==> src/rtl/cpu_run_ctrl_pkg.sv <==
// Shared run-control encodings, used by the run controller and the
// debug display driver.
package cpu_run_ctrl_pkg;

    localparam int unsigned RS_W     = 2;
    localparam int unsigned CE_CNT_W = 32;

    typedef enum logic [RS_W-1:0] {
        ST_STEP = 2'd0,
        ST_RUN  = 2'd1,
        ST_HALT = 2'd2
    } run_state_e;

endpackage

==> src/rtl/cpu_run_ctrl_if.sv <==
// Board/CPU-side bundle of the run controller: raw controls, breakpoint,
// PC in; clock enable and debug status out.
interface cpu_run_ctrl_if #(
    parameter int unsigned PC_W = 32
);
    import cpu_run_ctrl_pkg::*;

    logic                cont;
    logic                step;
    logic                bp_en;
    logic [PC_W-1:0]     bp_addr;
    logic [PC_W-1:0]     pc;
    logic                cpu_ce;
    logic                halted;
    logic [RS_W-1:0]     run_state;
    logic [CE_CNT_W-1:0] ce_count;

    modport master (
        output cont, step, bp_en, bp_addr, pc,
        input  cpu_ce, halted, run_state, ce_count
    );

    modport slave (
        input  cont, step, bp_en, bp_addr, pc,
        output cpu_ce, halted, run_state, ce_count
    );

endinterface

==> src/rtl/cpu_run_ctrl_debounce.sv <==
// Button conditioner: 2-flop synchronizer, stability-count debouncer
// and a registered one-cycle pulse on the debounced rising edge.
module btn_debounce #(
    parameter int unsigned DEBOUNCE_CYCLES = 1000000
) (
    input  logic clk_i,
    input  logic rst_i,
    input  logic btn_i,
    output logic rise_o
);

    localparam int unsigned CNT_W =
        (DEBOUNCE_CYCLES > 1) ? $clog2(DEBOUNCE_CYCLES) : 1;
    localparam logic [CNT_W-1:0] CNT_LAST = CNT_W'(DEBOUNCE_CYCLES - 1);

    logic             sync1_q;
    logic             sync2_q;
    logic             level_q;
    logic             rise_q;
    logic [CNT_W-1:0] cnt_q;

    always_ff @(posedge clk_i or posedge rst_i) begin
        if (rst_i) begin
            sync1_q <= 1'b0;
            sync2_q <= 1'b0;
            level_q <= 1'b0;
            rise_q  <= 1'b0;
            cnt_q   <= '0;
        end else begin
            sync1_q <= btn_i;
            sync2_q <= sync1_q;
            rise_q  <= 1'b0;
            // any cycle of agreement restarts the stability count
            if (sync2_q != level_q) begin
                if (cnt_q == CNT_LAST) begin
                    level_q <= sync2_q;
                    rise_q  <= sync2_q;
                    cnt_q   <= '0;
                end else begin
                    cnt_q <= cnt_q + CNT_W'(1);
                end
            end else begin
                cnt_q <= '0;
            end
        end
    end

    assign rise_o = rise_q;

endmodule

==> src/rtl/cpu_run_ctrl.sv <==
// CPU run control: step / continuous run / breakpoint halt, issuing
// single-cycle clock enables and counting them for the debug display.
module cpu_run_ctrl
    import cpu_run_ctrl_pkg::*;
#(
    parameter int unsigned DEBOUNCE_CYCLES = 1000000,
    parameter int unsigned RUN_DIV         = 100000000,
    parameter int unsigned PC_W            = 32
) (
    input  logic         clk100m,
    input  logic         rst,
    cpu_run_ctrl_if.slave bus
);

    localparam int unsigned DIV_W =
        (RUN_DIV > 1) ? $clog2(RUN_DIV) : 1;
    localparam logic [DIV_W-1:0] DIV_LAST = DIV_W'(RUN_DIV - 1);

    logic                cont_s1_q;
    logic                cont_s2_q;
    logic                step_edge;
    logic                bp_hit;
    logic                div_tc;
    run_state_e          state_q;
    logic [DIV_W-1:0]    div_q;
    logic                ce_q;
    logic [CE_CNT_W-1:0] cnt_q;
    logic [PC_W-1:0]     pc_w;
    logic [PC_W-1:0]     bp_w;

    btn_debounce #(
        .DEBOUNCE_CYCLES(DEBOUNCE_CYCLES)
    ) u_step_db (
        .clk_i (clk100m),
        .rst_i (rst),
        .btn_i (bus.step),
        .rise_o(step_edge)
    );

    // cont is a level switch: synchronized only, never debounced
    always_ff @(posedge clk100m or posedge rst) begin
        if (rst) begin
            cont_s1_q <= 1'b0;
            cont_s2_q <= 1'b0;
        end else begin
            cont_s1_q <= bus.cont;
            cont_s2_q <= cont_s1_q;
        end
    end

    assign pc_w   = PC_W'(bus.pc);
    assign bp_w   = PC_W'(bus.bp_addr);
    assign bp_hit = bus.bp_en && (pc_w == bp_w);
    assign div_tc = (div_q == DIV_LAST);

    always_ff @(posedge clk100m or posedge rst) begin
        if (rst) begin
            state_q <= ST_STEP;
            div_q   <= '0;
            ce_q    <= 1'b0;
        end else begin
            ce_q <= 1'b0;
            unique case (state_q)
                ST_STEP: begin
                    ce_q <= step_edge;
                    if (cont_s2_q) begin
                        state_q <= ST_RUN;
                        div_q   <= '0;
                    end
                end
                ST_RUN: begin
                    if (!cont_s2_q) begin
                        state_q <= ST_STEP;
                        div_q   <= '0;
                    end else if (div_tc) begin
                        div_q <= '0;
                        if (bp_hit) begin
                            state_q <= ST_HALT;
                        end else begin
                            ce_q <= 1'b1;
                        end
                    end else begin
                        div_q <= div_q + DIV_W'(1);
                    end
                end
                ST_HALT: begin
                    // a step here walks over the breakpoint
                    ce_q <= step_edge;
                    if (!cont_s2_q) begin
                        state_q <= ST_STEP;
                    end
                end
                default: begin
                    state_q <= ST_STEP;
                    div_q   <= '0;
                end
            endcase
        end
    end

    always_ff @(posedge clk100m or posedge rst) begin
        if (rst) begin
            cnt_q <= '0;
        end else if (ce_q) begin
            cnt_q <= cnt_q + CE_CNT_W'(1);
        end
    end

    assign bus.cpu_ce    = ce_q;
    assign bus.halted    = (state_q == ST_HALT);
    assign bus.run_state = state_q;
    assign bus.ce_count  = cnt_q;

endmodule

==> src/flat_wrapper.sv <==
// flat-port wrapper written by rule: the top's interface ports become plain ports
module cpu_run_ctrl_flat import cpu_run_ctrl_pkg::*;
#(
    parameter int unsigned DEBOUNCE_CYCLES = 1000000,
    parameter int unsigned RUN_DIV         = 100000000,
    parameter int unsigned PC_W            = 32
)
  (clk100m, rst, bus_cont, bus_step, bus_bp_en, bus_bp_addr, bus_pc, bus_cpu_ce, bus_halted, bus_run_state, bus_ce_count);
  cpu_run_ctrl_if #(.PC_W(PC_W)) bus_i ();
  input  logic clk100m;
  input  logic rst;
  input wire logic [$bits(bus_i.cont)-1:0] bus_cont;
  input wire logic [$bits(bus_i.step)-1:0] bus_step;
  input wire logic [$bits(bus_i.bp_en)-1:0] bus_bp_en;
  input wire logic [$bits(bus_i.bp_addr)-1:0] bus_bp_addr;
  input wire logic [$bits(bus_i.pc)-1:0] bus_pc;
  output wire logic [$bits(bus_i.cpu_ce)-1:0] bus_cpu_ce;
  output wire logic [$bits(bus_i.halted)-1:0] bus_halted;
  output wire logic [$bits(bus_i.run_state)-1:0] bus_run_state;
  output wire logic [$bits(bus_i.ce_count)-1:0] bus_ce_count;
  assign bus_i.cont = bus_cont;
  assign bus_i.step = bus_step;
  assign bus_i.bp_en = bus_bp_en;
  assign bus_i.bp_addr = bus_bp_addr;
  assign bus_i.pc = bus_pc;
  assign bus_cpu_ce = bus_i.cpu_ce;
  assign bus_halted = bus_i.halted;
  assign bus_run_state = bus_i.run_state;
  assign bus_ce_count = bus_i.ce_count;
  cpu_run_ctrl #(.DEBOUNCE_CYCLES(DEBOUNCE_CYCLES), .RUN_DIV(RUN_DIV), .PC_W(PC_W)) u_core (.clk100m(clk100m), .rst(rst), .bus(bus_i));
endmodule
==> config.mk <==
export PLATFORM = sky130hd
export DESIGN_NAME = cpu_run_ctrl_flat
export DESIGN_NICKNAME = d
export VERILOG_FILES = /design/src/rtl/cpu_run_ctrl_pkg.sv /design/src/rtl/cpu_run_ctrl_if.sv /design/src/rtl/cpu_run_ctrl_debounce.sv /design/src/rtl/cpu_run_ctrl.sv /design/src/flat_wrapper.sv
export SDC_FILE = /design/constraint.sdc
export NUM_CORES = 1
export LEC_CHECK = 0
export CORE_MARGIN = 3
export CORE_UTILIZATION = 30
export DETAILED_ROUTE_END_ITERATION = 7
export PLACE_DENSITY = 0.55
export RECOVER_POWER = 100
export SYNTH_ARGS = -nofsm -noshare
export SYNTH_HDL_FRONTEND = slang
export SYNTH_SLANG_ARGS = --single-unit
==> constraint.sdc <==
create_clock -name clk100m -period 3.6 [get_ports clk100m]
set_input_delay 0.9 -clock clk100m [delete_from_list [all_inputs] [get_ports clk100m]]
set_output_delay 0.9 -clock clk100m [all_outputs]
set_load 0.05 [all_outputs]
== Word level (Yosys, flattened, before mapping) ==
Index checks and enable logic that the tools add are counted.
Operators by class
  add/subtract/negate cells: 3
  bitwise gates (word level): 1
  reductions and logical operators: 6
  muxes and demuxes: 18
  equality and inequality tests: 10
Operator list (number)
  $mux W27: 3
  $pmux W27 S3: 1
  $mux W20: 2
  $add A32 B1 Y32 const B: 1
  $eq A32 B32 Y1: 1
  $add A27 B1 Y27 const B: 1
  $eq A27 B27 Y1 const B: 1
  $add A20 B1 Y20 const B: 1
  $eq A20 B20 Y1 const B: 1
  $mux W2: 5
  $ne A3 B3 Y1 const B: 2
  $pmux W2 S3: 1
  $mux W1: 5
  $reduce_and A2 Y1: 2
  $reduce_and A4 Y1: 1
  $eq A2 B1 Y1 const B: 1
  $eq A2 B2 Y1 const B: 1
  $logic_not A2 Y1: 1
  $ne A2 B1 Y1 const B: 1
  $ne A2 B2 Y1 const B: 1
  $pmux W1 S2: 1
  $reduce_or A2 Y1: 1
  $logic_and A1 B1 Y1: 1
  $ne A1 B1 Y1: 1
  $not A1 Y1: 1
Storage, ports and cells
  output and inout port bits: 36
  bits in registers: 88
  input bits: 69

== Logic depth before layout (Yosys ltp) ==
  word-level depth: 6
  mapped depth: 8
  mapped depth without buffers: 6

== Cells and area by module ==
From an unflattened synthesis, not the netlist that was laid out.
Second synthesis, totals
  cell total of the unflattened synthesis: 442
  area total of the unflattened synthesis: 4596.9 µm²
By module, submodules not included
  cpu_run_ctrl: cells each 334, seq. area each 1601.5 µm², times used 1, area each 3408.3 µm²
  btn_debounce: cells each 108, seq. area each 600.6 µm², times used 1, area each 1188.6 µm²

== Worst setup path after synthesis ==
No wires, ideal clock.
  path kind: reg2out
  start: register u_core.state_q[1], in the netlist u_core.bus.run_state[1]
  end: output port bus_halted
  stages on the path, launching flop included: 2
  buffers on the path: 0
  arrival: 1.462 ns
  setup slack: 1.238 ns
  cell sequence: dfrtp_1 -> nor2b_1
Between the ends
  longest elaborated chain between the ends: 1
Ends and longest elaborated chain
  start, declared: line cpu_run_ctrl.sv:24  | run_state_e state_q;
  start signal, assigned: line cpu_run_ctrl.sv:58  | state_q <= ST_STEP;
  start signal, assigned: line cpu_run_ctrl.sv:67  | state_q <= ST_RUN;
  start signal, assigned: line cpu_run_ctrl.sv:73  | state_q <= ST_STEP;
  $eq A2 B2 Y1: line cpu_run_ctrl.sv:110  | assign bus.halted = (state_q == ST_HALT);
  end, declared: line flat_wrapper.sv:18  | output wire logic [$bits(bus_i.halted)-1:0] bus_halted;
No other way between the ends.

==> metrics.txt <==
status=finished, final reports clean; post-CTS setup buffers=0; final worst slack=between 0.8 and 0.9 ns; pre-CTS setup slack=about 1 ns; Cell Area, Synth=~4500 µm²; Syn Area/Cell=~10 µm²; DRC violations left=0; largest net degree at the start of global routing=49; vias in the first global route=~3,500; Final Non-Filler Cells=approximately 740; Logic pwr share=approximately 7.0%; total CTS buffers=9; layout cells sized above 1=under 10%; worst slew pin tran=between 1 and 1.5 ns; Synth-to-Final Area Change=34.4%; final hold vios=0; Yosys warning count=0; CP Max Fanout=25; Slew Limit Headroom=about 9.0%; Die H=around 130 µm; sequential area share after synthesis=between 40% and 50%; CTS Hold Bufs=0; initial antenna violation count=0; Setup Skew=0.00770 ns; First-pass DRT Iterations=4; WL met2=5.24 mm; sw frac=between 20% and 30%; peak supply drop=around 270 µV; Multi-input gate area=2200 µm²; GR Overflow Total=0; Met1 Wirelength=4.48 mm; Pint=0.00178 W; Max-Cap Viols=0; Via density=~4.8; DIE WIDTH=roughly 130 µm; Reg area=2200 µm²; DR top layer=met4; Routability Congestion=between 0.7 and 0.8; Flop pwr share=approximately 45%; Routed Wire Length=10.1 mm; Root Buffer Master=clkbuf_16; syn_nets=roughly 520; WL met3=around 260 µm; htree depth=3; antenna cells=0; DRT antenna net count=0; share of the synthesized area in the top cell type=roughly half; port bufs=between 100 and 150; RSZ-0062 raised after global routing=no; number of gates resized after CTS=0; mean routed wirelength per cell=about 14 µm; Worst Path Required=3.81 ns; Netlist cell types=44; hpwl dp=around 7.6 mm; clock latency on the worst-skew pair=roughly 0.33 ns; Pwr per Cell Area=~370 nW/µm²; Setup crit start kind=primary input; tightest hold margin=between 0.3 and 0.4 ns; number of I/O pins=between 100 and 150; fmax=360 MHz; Detailed Route Iter0 Violations=85; Max Slew Vio Count=0; post-route minimum period=roughly 2.8 ns; initial core utilization=30.9%; critical path arrival=approximately 3 ns; Hold Path Class=flip-flop to flip-flop; clock-pin slew on the worst setup and hold paths=about 0.060 ns; P_sw=around 0.00045 W; vias=~3,600; std cell rows=44; # placed instances=between 700 and 800; Synth Register Bits=approximately 90; Tot Pwr=approximately 0.0022 W; total track usage=12.4%; clock network power share=a little under half; CTS tree=built; final period utilization=approximately 77%; # fillers=around 1,400; setup violators final=0; DIE AREA=roughly 17,000 µm²; Core Region=approximately 15,000 µm²; post-synthesis cell count=444; final setup TNS=0 ns; Leakage Power=2.61 nW; cell taking the most area after synthesis=dfrtp_1; CP Class=primary input to async pin; CTS Buffer Depth=2; Nets=roughly 630; nature of the critical path endpoint=async pin; clock sinks=88; first-pass GRT wire length=~17 mm; ranking of synthesized cells by area=dfrtp_1 49%, xor2_1 10%, xnor2_1 9.1%
power groups by stage:
stage / registers [W] / logic, W / clock network, W
6_report: 0.00100 / 0.000157 / 0.00107
2_1_floorplan: 0.00102 / 0.0000644 / 0
4_1_cts: 0.00100 / 0.000165 / 0.00111
3_3_place_gp: 0.00102 / 0.000162 / 0
5_1_grt: 0.00100 / 0.000175 / 0.00114
3_5_place_dp: 0.00102 / 0.000164 / 0
sequential cells by signal, indices dropped and copies added (netlist names), 2 cells and up:
| signal | cells |
|---|---|
| u_core.bus.ce_count | 32 |
| u_core.div_q | 27 |
| u_core.u_step_db.cnt_q | 20 |
| u_core.bus.run_state | 2 |
worst max-delay path, cell delays in order:
cell	delay (ns)
dlygate4sd3_1	0.54
clkinvlp_2	0.47
clkbuf_1	1.06
worst paths after layout:
check / from / end / slack (ns) / depth (start not counted)
max in group clk100m: u_core.bus.run_state[0] / bus_halted / 0.84 / 2
setup reg to reg: u_core.div_q[0] / u_core.div_q[22] / 1.05 / 6
hold reg to reg: u_core.u_step_db.sync1_q / u_core.u_step_db.sync2_q / 0.35 / 0
hold / removal: u_core.u_step_db.sync1_q / u_core.u_step_db.sync2_q / 0.35 / 0
setup / recovery: rst / u_core.bus.ce_count[7] / 0.83 / 3
min in group asynchronous: rst / u_core.bus.ce_count[30] / 1.11 / 2
cells by family (layout without fill, tap and decap cells):
| logic type | after synthesis | in the layout | synth area share [%] |
|---|---|---|---|
| buf+inv | 19 | 135 | 2.07 |
| compound gates | 23 | 23 | 3.40 |
| xor+xnor | 101 | 101 | 19.7 |
| simple gates | 208 | 208 | 24.8 |
| fa+ha+maj | 3 | 3 | 0.830 |
| mux | 2 | 2 | 0.498 |
| flops | 88 | 88 | 48.7 |
layout make-up:
| class | count | area share (%) |
|---|---|---|
| clock buffers | 11 | 3.99 |
| repair buffers | 107 | 17.3 |
| flip-flops and latches | 88 | 36.2 |
| multi-input cells | 337 | 36.2 |
| clock inverters | 5 | 1.71 |
| inverters | 12 | 0.761 |
| well taps | 184 | 3.79 |
synth_stat cells, drive strengths merged:
master,n
buf,4
nor4bb,2
o21ai,7
nand2,35
xor2,53
o21a,1
mux2,2
nand3b,1
a21oi,4
xnor2,48
or3,4
nor4,16
nand2b,1
a31oi,1
a31o,1
a2111oi,1
inv,12
a211o,1
a21o,4
nor3,16
dfrtp,88
and2b,1
nor3b,2
and4,10
o22ai,1
nor2,53
nor2b,3
nor4b,4
and3,8
clkbuf,3
o31a,1
and2,4
nand4,21
ha,3
or4,1
nand3,26
o31ai,1
per-layer routing:
| layer | up-vias | GRT usage (%) |
|---|---|---|
| li1 | 1760 | - |
| met1 | 1725 | 15.7 |
| met2 | 57 | 21.7 |
| met3 | 14 | 1.91 |
| met4 | 0 | 4.08 |
| met5 | - | 0 |
placed cells by master (no fill, tap or decap), drive strengths merged, types with 2 or more instances in the layout:
cell type	netlist	layout
and2	4	4
and4	10	10
a21oi	4	4
clkinv	0	2
nor2	53	53
nor2b	3	3
nor4b	4	4
bufinv	0	3
or3	4	4
dfrtp	88	88
xnor2	48	48
nor4	16	16
clkdlybuf4s50	0	64
nand3	26	26
dlygate4sd3	0	40
xor2	53	53
nand2	35	35
nor3b	2	2
nand4	21	21
a21o	4	4
nor3	16	16
mux2	2	2
and3	8	8
ha	3	3
inv	12	11
clkbuf	3	14
o21ai	7	7
nor4bb	2	2
metrics by stage:
stage                     area, µm²  utilization, %
after floorplan                4520               -
after global placement         5780            39.5
after detailed placement       5780            39.5
after CTS                      6130            41.8
after global routing           6080            41.5
final                          6080            41.5
No activity file was read; power rests on OpenSTA's default activity.
